## src/rtl/tdt_dtm_apbm_if.sv

```systemverilog
// tdt_dtm_apbm_if: DMI request side and APB3 side of the DTM APB master.
// master = the APB master stage, slave = DTM plus debug-module register file.
interface tdt_dtm_apbm_if #(
  parameter int AW = 16
);
  logic          dmihardreset;
  logic          dtm_apbm_wr_vld;
  logic [AW-1:0] dtm_apbm_wr_addr;
  logic [1:0]    dtm_apbm_wr_flg;
  logic [31:0]   dtm_apbm_wdata;
  logic          apbm_dtm_wr_ready;
  logic [31:0]   apbm_dtm_rdata;
  logic          apbm_dtm_err;
  logic          apbm_psel;
  logic          apbm_penable;
  logic          apbm_pwrite;
  logic [AW+1:0] apbm_paddr;
  logic [31:0]   apbm_pwdata;
  logic [31:0]   apbm_prdata;
  logic          apbm_pready;
  logic          apbm_pslverr;

  modport master (
    input  dmihardreset,
    input  dtm_apbm_wr_vld,
    input  dtm_apbm_wr_addr,
    input  dtm_apbm_wr_flg,
    input  dtm_apbm_wdata,
    output apbm_dtm_wr_ready,
    output apbm_dtm_rdata,
    output apbm_dtm_err,
    output apbm_psel,
    output apbm_penable,
    output apbm_pwrite,
    output apbm_paddr,
    output apbm_pwdata,
    input  apbm_prdata,
    input  apbm_pready,
    input  apbm_pslverr
  );

  modport slave (
    output dmihardreset,
    output dtm_apbm_wr_vld,
    output dtm_apbm_wr_addr,
    output dtm_apbm_wr_flg,
    output dtm_apbm_wdata,
    input  apbm_dtm_wr_ready,
    input  apbm_dtm_rdata,
    input  apbm_dtm_err,
    input  apbm_psel,
    input  apbm_penable,
    input  apbm_pwrite,
    input  apbm_paddr,
    input  apbm_pwdata,
    output apbm_prdata,
    output apbm_pready,
    output apbm_pslverr
  );
endinterface

```

## src/rtl/tdt_dtm_apbm.sv

```systemverilog
// tdt_dtm_apbm: runs one DMI read/write at a time as an APB3 transfer.
// Ports: tclk, trst_b (async low), bus (tdt_dtm_apbm_if.master).
// Optional macro TDT_DTM_APBM_TIMEOUT_EN adds an ACCESS wait limit.
module tdt_dtm_apbm #(
  parameter int DTM_ABITS   = 16,
  parameter int TIMEOUT_CYC = 255
) (
  input logic            tclk,
  input logic            trst_b,
  tdt_dtm_apbm_if.master bus
);

  if (TIMEOUT_CYC < 1 || TIMEOUT_CYC > 255) begin : g_bad_to
    $error("TIMEOUT_CYC must be 1..255");
  end

  typedef enum logic [1:0] {
    IDLE   = 2'd0,
    SETUP  = 2'd1,
    ACCESS = 2'd2
  } state_e;

  state_e state_q, state_d;

  logic [DTM_ABITS+1:0] paddr_q;
  logic [31:0]          pwdata_q;
  logic                 pwrite_q;
  logic                 rd_q;
  logic [31:0]          rdata_q;
  logic                 err_q;
  logic                 drop_q;

  logic ready;
  logic accept;
  logic is_rd;
  logic is_wr;
  logic start;
  logic done;
  logic tmo;
  logic fin;
  logic discard;

  assign is_rd  = bus.dtm_apbm_wr_flg == 2'b01;
  assign is_wr  = bus.dtm_apbm_wr_flg == 2'b10;
  assign accept = bus.dtm_apbm_wr_vld & ready;
  assign start  = accept & (is_rd | is_wr);
  assign done   = (state_q == ACCESS) & bus.apbm_pready;
  assign fin    = done | tmo;
  // A hard reset seen during the transfer discards its result.
  assign discard = drop_q | bus.dmihardreset;

`ifdef TDT_DTM_APBM_TIMEOUT_EN
  localparam logic [7:0] TO_LAST = 8'(TIMEOUT_CYC - 1);
  logic [7:0] cnt_q;

  assign tmo = (state_q == ACCESS) & ~bus.apbm_pready
             & (cnt_q == TO_LAST);

  always_ff @(posedge tclk or negedge trst_b) begin
    if (!trst_b) begin
      cnt_q <= 8'd0;
    end else if (state_q == SETUP) begin
      cnt_q <= 8'd0;
    end else if (state_q == ACCESS && !bus.apbm_pready) begin
      cnt_q <= cnt_q + 8'd1;
    end
  end
`else
  assign tmo = 1'b0;
`endif

  always_ff @(posedge tclk or negedge trst_b) begin
    if (!trst_b) state_q <= IDLE;
    else         state_q <= state_d;
  end

  always_comb begin
    state_d = state_q;
    case (state_q)
      IDLE:    if (start) state_d = SETUP;
      SETUP:   state_d = ACCESS;
      ACCESS:  if (fin) state_d = IDLE;
      default: state_d = IDLE;
    endcase
  end

  always_comb begin
    ready            = (state_q == IDLE) & ~bus.dmihardreset;
    bus.apbm_psel    = state_q != IDLE;
    bus.apbm_penable = state_q == ACCESS;
  end

  always_ff @(posedge tclk or negedge trst_b) begin
    if (!trst_b) begin
      paddr_q  <= '0;
      pwdata_q <= 32'h0;
      pwrite_q <= 1'b0;
      rd_q     <= 1'b0;
      rdata_q  <= 32'h0;
      err_q    <= 1'b0;
      drop_q   <= 1'b0;
    end else begin
      if (start) begin
        paddr_q  <= {bus.dtm_apbm_wr_addr, 2'b00};
        pwdata_q <= bus.dtm_apbm_wdata;
        pwrite_q <= is_wr;
        rd_q     <= is_rd;
      end else if (fin) begin
        pwrite_q <= 1'b0;
      end

      if (state_q == IDLE)       drop_q <= 1'b0;
      else if (bus.dmihardreset) drop_q <= 1'b1;

      if (done && rd_q && !discard)     rdata_q <= bus.apbm_prdata;
      else if (tmo && rd_q && !discard) rdata_q <= 32'h0;

      if (bus.dmihardreset) begin
        err_q <= 1'b0;
      end else if (!drop_q &&
                   ((done && bus.apbm_pslverr) || tmo)) begin
        err_q <= 1'b1;
      end
    end
  end

  assign bus.apbm_dtm_wr_ready = ready;
  assign bus.apbm_dtm_rdata    = rdata_q;
  assign bus.apbm_dtm_err      = err_q;
  assign bus.apbm_pwrite       = pwrite_q;
  assign bus.apbm_paddr        = paddr_q;
  assign bus.apbm_pwdata       = pwdata_q;

endmodule

```

## src/flat_wrapper.sv

```systemverilog
// flat-port wrapper written by rule: the top's interface ports become plain ports
module tdt_dtm_apbm_flat 
#(
  parameter int DTM_ABITS   = 16,
  parameter int TIMEOUT_CYC = 255
)
  (tclk, trst_b, bus_dmihardreset, bus_dtm_apbm_wr_vld, bus_dtm_apbm_wr_addr, bus_dtm_apbm_wr_flg, bus_dtm_apbm_wdata, bus_apbm_dtm_wr_ready, bus_apbm_dtm_rdata, bus_apbm_dtm_err, bus_apbm_psel, bus_apbm_penable, bus_apbm_pwrite, bus_apbm_paddr, bus_apbm_pwdata, bus_apbm_prdata, bus_apbm_pready, bus_apbm_pslverr);
  tdt_dtm_apbm_if #(.AW(16)) bus_i ();
  input logic tclk;
  input logic trst_b;
  input wire logic [$bits(bus_i.dmihardreset)-1:0] bus_dmihardreset;
  input wire logic [$bits(bus_i.dtm_apbm_wr_vld)-1:0] bus_dtm_apbm_wr_vld;
  input wire logic [$bits(bus_i.dtm_apbm_wr_addr)-1:0] bus_dtm_apbm_wr_addr;
  input wire logic [$bits(bus_i.dtm_apbm_wr_flg)-1:0] bus_dtm_apbm_wr_flg;
  input wire logic [$bits(bus_i.dtm_apbm_wdata)-1:0] bus_dtm_apbm_wdata;
  output wire logic [$bits(bus_i.apbm_dtm_wr_ready)-1:0] bus_apbm_dtm_wr_ready;
  output wire logic [$bits(bus_i.apbm_dtm_rdata)-1:0] bus_apbm_dtm_rdata;
  output wire logic [$bits(bus_i.apbm_dtm_err)-1:0] bus_apbm_dtm_err;
  output wire logic [$bits(bus_i.apbm_psel)-1:0] bus_apbm_psel;
  output wire logic [$bits(bus_i.apbm_penable)-1:0] bus_apbm_penable;
  output wire logic [$bits(bus_i.apbm_pwrite)-1:0] bus_apbm_pwrite;
  output wire logic [$bits(bus_i.apbm_paddr)-1:0] bus_apbm_paddr;
  output wire logic [$bits(bus_i.apbm_pwdata)-1:0] bus_apbm_pwdata;
  input wire logic [$bits(bus_i.apbm_prdata)-1:0] bus_apbm_prdata;
  input wire logic [$bits(bus_i.apbm_pready)-1:0] bus_apbm_pready;
  input wire logic [$bits(bus_i.apbm_pslverr)-1:0] bus_apbm_pslverr;
  assign bus_i.dmihardreset = bus_dmihardreset;
  assign bus_i.dtm_apbm_wr_vld = bus_dtm_apbm_wr_vld;
  assign bus_i.dtm_apbm_wr_addr = bus_dtm_apbm_wr_addr;
  assign bus_i.dtm_apbm_wr_flg = bus_dtm_apbm_wr_flg;
  assign bus_i.dtm_apbm_wdata = bus_dtm_apbm_wdata;
  assign bus_apbm_dtm_wr_ready = bus_i.apbm_dtm_wr_ready;
  assign bus_apbm_dtm_rdata = bus_i.apbm_dtm_rdata;
  assign bus_apbm_dtm_err = bus_i.apbm_dtm_err;
  assign bus_apbm_psel = bus_i.apbm_psel;
  assign bus_apbm_penable = bus_i.apbm_penable;
  assign bus_apbm_pwrite = bus_i.apbm_pwrite;
  assign bus_apbm_paddr = bus_i.apbm_paddr;
  assign bus_apbm_pwdata = bus_i.apbm_pwdata;
  assign bus_i.apbm_prdata = bus_apbm_prdata;
  assign bus_i.apbm_pready = bus_apbm_pready;
  assign bus_i.apbm_pslverr = bus_apbm_pslverr;
  tdt_dtm_apbm #(.DTM_ABITS(DTM_ABITS), .TIMEOUT_CYC(TIMEOUT_CYC)) u_core (.tclk(tclk), .trst_b(trst_b), .bus(bus_i));
endmodule
```

## config.mk

```make
export PLATFORM = sky130hd
export DESIGN_NAME = tdt_dtm_apbm_flat
export DESIGN_NICKNAME = d
export VERILOG_FILES = /design/src/rtl/tdt_dtm_apbm_if.sv /design/src/rtl/tdt_dtm_apbm.sv /design/src/flat_wrapper.sv
export SDC_FILE = /design/constraint.sdc
export NUM_CORES = 1
export LEC_CHECK = 0
export BUFFER_PORTS_ARGS = -buffer_cell sky130_fd_sc_hd__buf_4
export CAP_MARGIN = 15
export CORE_ASPECT_RATIO = 0.6
export CORE_MARGIN = 2
export CORE_UTILIZATION = 49
export CTS_CLUSTER_DIAMETER = 60
export DETAILED_ROUTE_END_ITERATION = 6
export GPL_ROUTABILITY_DRIVEN = 0
export GPL_TIMING_DRIVEN = 0
export PLACE_DENSITY = 0.82
export SLEW_MARGIN = 20
export SYNTH_ARGS = -nofsm -noshare
export SYNTH_HDL_FRONTEND = slang
export SYNTH_SLANG_ARGS = --single-unit
export TNS_END_PERCENT = 10
```

## constraint.sdc

```tcl
create_clock -name tclk -period 4.45 [get_ports tclk]
set_clock_uncertainty 0.05 [all_clocks]
set_input_delay 0.89 -clock tclk [delete_from_list [all_inputs] [get_ports tclk]]
set_output_delay 0.89 -clock tclk [all_outputs]
set_load 0.005 [all_outputs]
```

# After elaboration in Yosys (flattened, before gate mapping)
# Cells that the tools add are included.
totals:
  in_bits: 88
  reg_bits: 86
  word_cells: 42
classes:
  reduce_logical: 12
  bitwise_logic: 7
  n_eq_ne: 6
  mux: 9
op_table:
  columns: ["op", "n"]
  rows:
  - ["nonzero test 2 bit", 4]
  - ["2-to-1 mux 1 bit", 6]
  - ["one-hot mux 2 bit (3 select lines)", 1]
  - ["bitwise AND 1 bit", 4]
  - ["== test 2 x 1 -> 1 bit, second input constant", 2]
  - ["== test 2 bit, second input constant", 2]
  - ["logical AND 1 bit", 4]
  - ["2-to-1 mux 2 bit", 2]
  - ["inequality test 2 x 1 -> 1 bit, second input constant", 2]
  - ["logical NOT 1 bit", 2]
  - ["logical NOT 2 bit", 1]
  - ["bitwise OR 1 bit", 2]
  - ["AND reduction 2 bit", 1]
  - ["NOT 1 bit", 1]

# Longest topological paths before layout
logic_depth:
  depth_word: 6
  depth_mapped: 5

# Worst setup path before layout
# Ideal clock, no wire load.
synth_timing:
  path_kind: "input to output"
  start: "input port bus_dmihardreset"
  end: "output port bus_apbm_dtm_wr_ready"
  path_stages: 1
  arrival_ns: 1.099
  path_buffers: 0
  setup_slack_ns: 2.411
  path_cell_list: "nor3_2"
synth_between:
  elab_chain_len: 2
synth_rtl:
  columns: ["item", "line", "source"]
  rows:
  - ["from (decl)", "flat_wrapper.sv:11", "input wire logic [$bits(bus_i.dmihardreset)-1:0] bus_dmihardreset;"]
  - ["NOT 1 bit", "tdt_dtm_apbm.sv:88", "ready = (state_q == IDLE) & ~bus.dmihardreset;"]
  - ["bitwise AND 1 bit", "tdt_dtm_apbm.sv:88", null]
  - ["to (decl)", "flat_wrapper.sv:16", "output wire logic [$bits(bus_i.apbm_dtm_wr_ready)-1:0] bus_apbm_dtm_wr_ready;"]
# Every way passes these cells.

# Worst setup path after layout
# Ends and elaborated chain as after synthesis.

==> results by group <==
Worst hold path
  – Capture endpoint of the worst hold path: u_core.bus.apbm_dtm_rdata[22]
  – Hold Crit Depth: 1
  – Critical hold path startpoint: u_core.bus.apbm_dtm_rdata[22]
  – Hold crit path type: reg2reg

STA
  – Hold Violations, Final: 0
  – Final cycle utilization of the critical path: 0.526
  – Setup violations, final: 0
  – Final setup TNS: 0 ns
  – Unrepaired setup endpoints after global routing: no
  – Final min period: 2.34 ns
  – Peak Freq: 427 MHz
  – Slew Limit Headroom: 0.491
  – Pin slew with the least headroom to its limit: 0.763 ns
  – Number of max-slew violations in the final report: 0

Route
  – Via count normalized by instance count: 4.87
  – Number of nets still failing antenna checks after routing: 0
  – Vias: 2,305
  – Post-detailed-route wirelength per cell: 17.1 um
  – Router iterations before antenna repair: 4
  – DRC violation count after routing: 0
  – Wire length after detailed routing: 8.10 mm
  – Number of DRC markers in iteration 0: 108

Clocking
  – CTS max path bufs: 2
  – Clock-pin slew of the registers on the worst-case setup and hold paths: 0.06 ns
  – CTS tree: done
  – Clock network latency to the later pin of the worst-skew pair: 0.33 ns
  – Root buffer cell: clkbuf_16
  – Number of sinks handled by clock tree synthesis: 86
  – Number of clock buffers inserted by TritonCTS: 9
  – Post-CTS repair timing setup buffer count: 0
  – Number of buffers inserted by hold repair at cts: 0
  – Gates resized, CTS repair: 0
  – H-tree depth: 3

Critical path
  – Worst reg-to-reg setup slack: 2.83 ns
  – Arrival time at the worst endpoint: 1.40 ns
  – Biggest fanout along the worst timing path: 3
  – Reg2Reg Launch Point: u_core.state_q[0]
  – Crit Path Class: in2out
  – Register-to-Register Path Depth: 4
  – Startpoint type of the worst setup path: input pin
  – Crit. End Element: primary output
  – Crit path required time: 3.51 ns
  – Endpoint of the lowest-slack register-to-register path: u_core.bus.apbm_pwdata[9]

Run status
  – Run status: finished, final reports clean

Yosys
  – Yosys reg bits: 86
  – Number of instances in the synthesized netlist: 199
  – Average size of a mapped cell: 17.7 um^2
  – Number of library cell types mapped by synthesis: 17
  – Number of warnings issued by yosys: 0
  – Proportion of synthesized chip area in sequential cells: 0.612
  – Area of the mapped netlist: 3520 um^2

Global routing
  – Initial antenna violation count: 0
  – Global-route total usage across every layer: 0.215
  – GRT Residual Overflow: 0
  – Wire length of the first global-routing pass: 12.9 mm
  – Vias in the first global route: 2,482
  – Maximum number of pins on one net before global-route repair: 87

Finish
  – Multi-input gate area in the final layout: 1250 um^2
  – Layout Nets: 473
  – Layout area overhead: 47.8%
  – Final std cell area, no fill: 5200 um^2
  – Storage element area: 2150 um^2
  – Layout cells sized above 1: 0.725
  – Inserted Diodes: 0
  – Most common cell after layout, fill and taps aside: buf_4
  – Cell Count, Final, Fillers Out: 473
  – Top library cells by usage in the layout, fill and taps aside: 173 x buf_4, 86 x dfrtp_1, 49 x mux2_4
  – Fillers: 431

Pwr
  – Proportion of power drawn by flip-flops and latches: 0.432
  – Internal Pwr Total: 2.00 mW
  – Part of the total power dissipated in combinational logic: 0.306
  – Peak supply drop: 0.000296 V
  – Leakage dissipation: 2.87 nW
  – Share of total power consumed by net switching: 0.244
  – Clock Power Share: 0.262
  – Power dissipated by switching net loads: 0.644 mW
  – Power density cells: 508 nW/um^2

Run
  – Maximum Capacitance Violations: 0

Die
  – Vertical die dimension: 69.6 um
  – Standard-cell rows: 23
  – Number of placed I/O pins: 175
  – Initial standard-cell utilization of the core: 0.516
  – DIE AREA: 7900 um^2
  – Die Span X: 113 um
  – Core region area: 6820 um^2

Placement
  – Final HPWL from detailed placement: 5.94 mm
  – Placed inst area: 4920 um^2
  – Number of buffers inserted by port buffering: 172
  – Count of placed standard cells including taps: 459
[cell families after synthesis]
kind of cell | Yosys count | synth area share
mux | 83 | 0.318
other cells | 1 | 0.00107
flops | 86 | 0.612
compound gates | 1 | 0.00178
buf+inv | 15 | 0.0352
fa+ha+maj | 2 | 0.00711
simple gates | 11 | 0.0256
[cells in the mapped netlist]
cell type / count / area (um^2)
mux2i_1: 1 / 10.0
nand2b_1: 1 / 6.26
inv_1: 5 / 18.8
buf_4: 2 / 15.0
ha_1: 2 / 25.0
a31oi_1: 1 / 6.26
mux2_4: 49 / 736
buf_6: 8 / 90.1
conb_1: 1 / 3.75
nor2_1: 4 / 15.0
and3b_1: 1 / 8.76
nand3_4: 1 / 17.5
dfrtp_1: 86 / 2150
mux2_2: 33 / 372
nor2b_1: 2 / 12.5
nand3b_4: 1 / 20.0
nor3_2: 1 / 10.0
[power groups by stage]
stage / Clock, mW / Combinational, mW / Sequential (mW)
CTS: 0.707 / 0.824 / 1.14
floorplan: 0 / 0.315 / 1.16
global placement: 0 / 0.798 / 1.14
global route: 0.749 / 0.867 / 1.17
finish: 0.691 / 0.810 / 1.14
detailed placement: 0 / 0.818 / 1.15
[critical path, stage by stage]
cell and delay (ns):
buf_4 0.12, nor3_2 0.21, buf_4 0.17
[sequential cells by signal, summed over array words and instances, names as in the netlist]
| name | flops |
|---|---|
| u_core.drop_q | 1 |
| u_core.bus.apbm_dtm_err | 1 |
| u_core.rd_q | 1 |
| u_core.bus.apbm_dtm_rdata | 32 |
| u_core.bus.apbm_paddr | 16 |
| u_core.bus.apbm_pwdata | 32 |
| u_core.state_q | 2 |
| u_core.bus.apbm_pwrite | 1 |
[worst max-delay path by stage]
stage / start / end / slack, ns / cells after the start
finish: bus_dmihardreset / bus_apbm_dtm_wr_ready / 2.11 / 3
global route: bus_dmihardreset / bus_apbm_dtm_wr_ready / 2.06 / 3
CTS: bus_dmihardreset / bus_apbm_dtm_wr_ready / 2.10 / 3
detailed placement: bus_dmihardreset / bus_apbm_dtm_wr_ready / 2.11 / 3
global placement: bus_dmihardreset / bus_apbm_dtm_wr_ready / 2.11 / 3
floorplan: bus_dmihardreset / bus_apbm_dtm_wr_ready / 2.41 / 1
[per-layer routing]
layer	wire [um]	up-vias	GRT usage
met4	92	0	0.0569
met1	3370	1136	0.266
met5	0	-	0
met3	792	8	0.102
li1	-	1052	-
met2	3840	109	0.342
[through the flow]
step           total power, mW   util  hold WS (ns)  setup WS, ns
5_1_grt                   2.79  0.763         0.473          2.06
3_3_place_gp              1.93  0.722         0.439          2.11
2_1_floorplan             1.47      -         0.436          2.41
4_1_cts                   2.67  0.762         0.459          2.10
3_5_place_dp              1.97  0.722         0.443          2.11
6_report                  2.64  0.763         0.454          2.11
[area by class of cell]
class | count | area share
Inverter | 5 | 0.00361
Buffer | 10 | 0.0202
Timing Repair Buffer | 172 | 0.249
Tap cell | 87 | 0.0209
Clock inverter | 1 | 0.000962
Sequential cell | 86 | 0.414
Clock buffer | 13 | 0.0520
Multi-Input combinational cell | 99 | 0.240
Note: power is estimated with default switching activity, not from simulation.
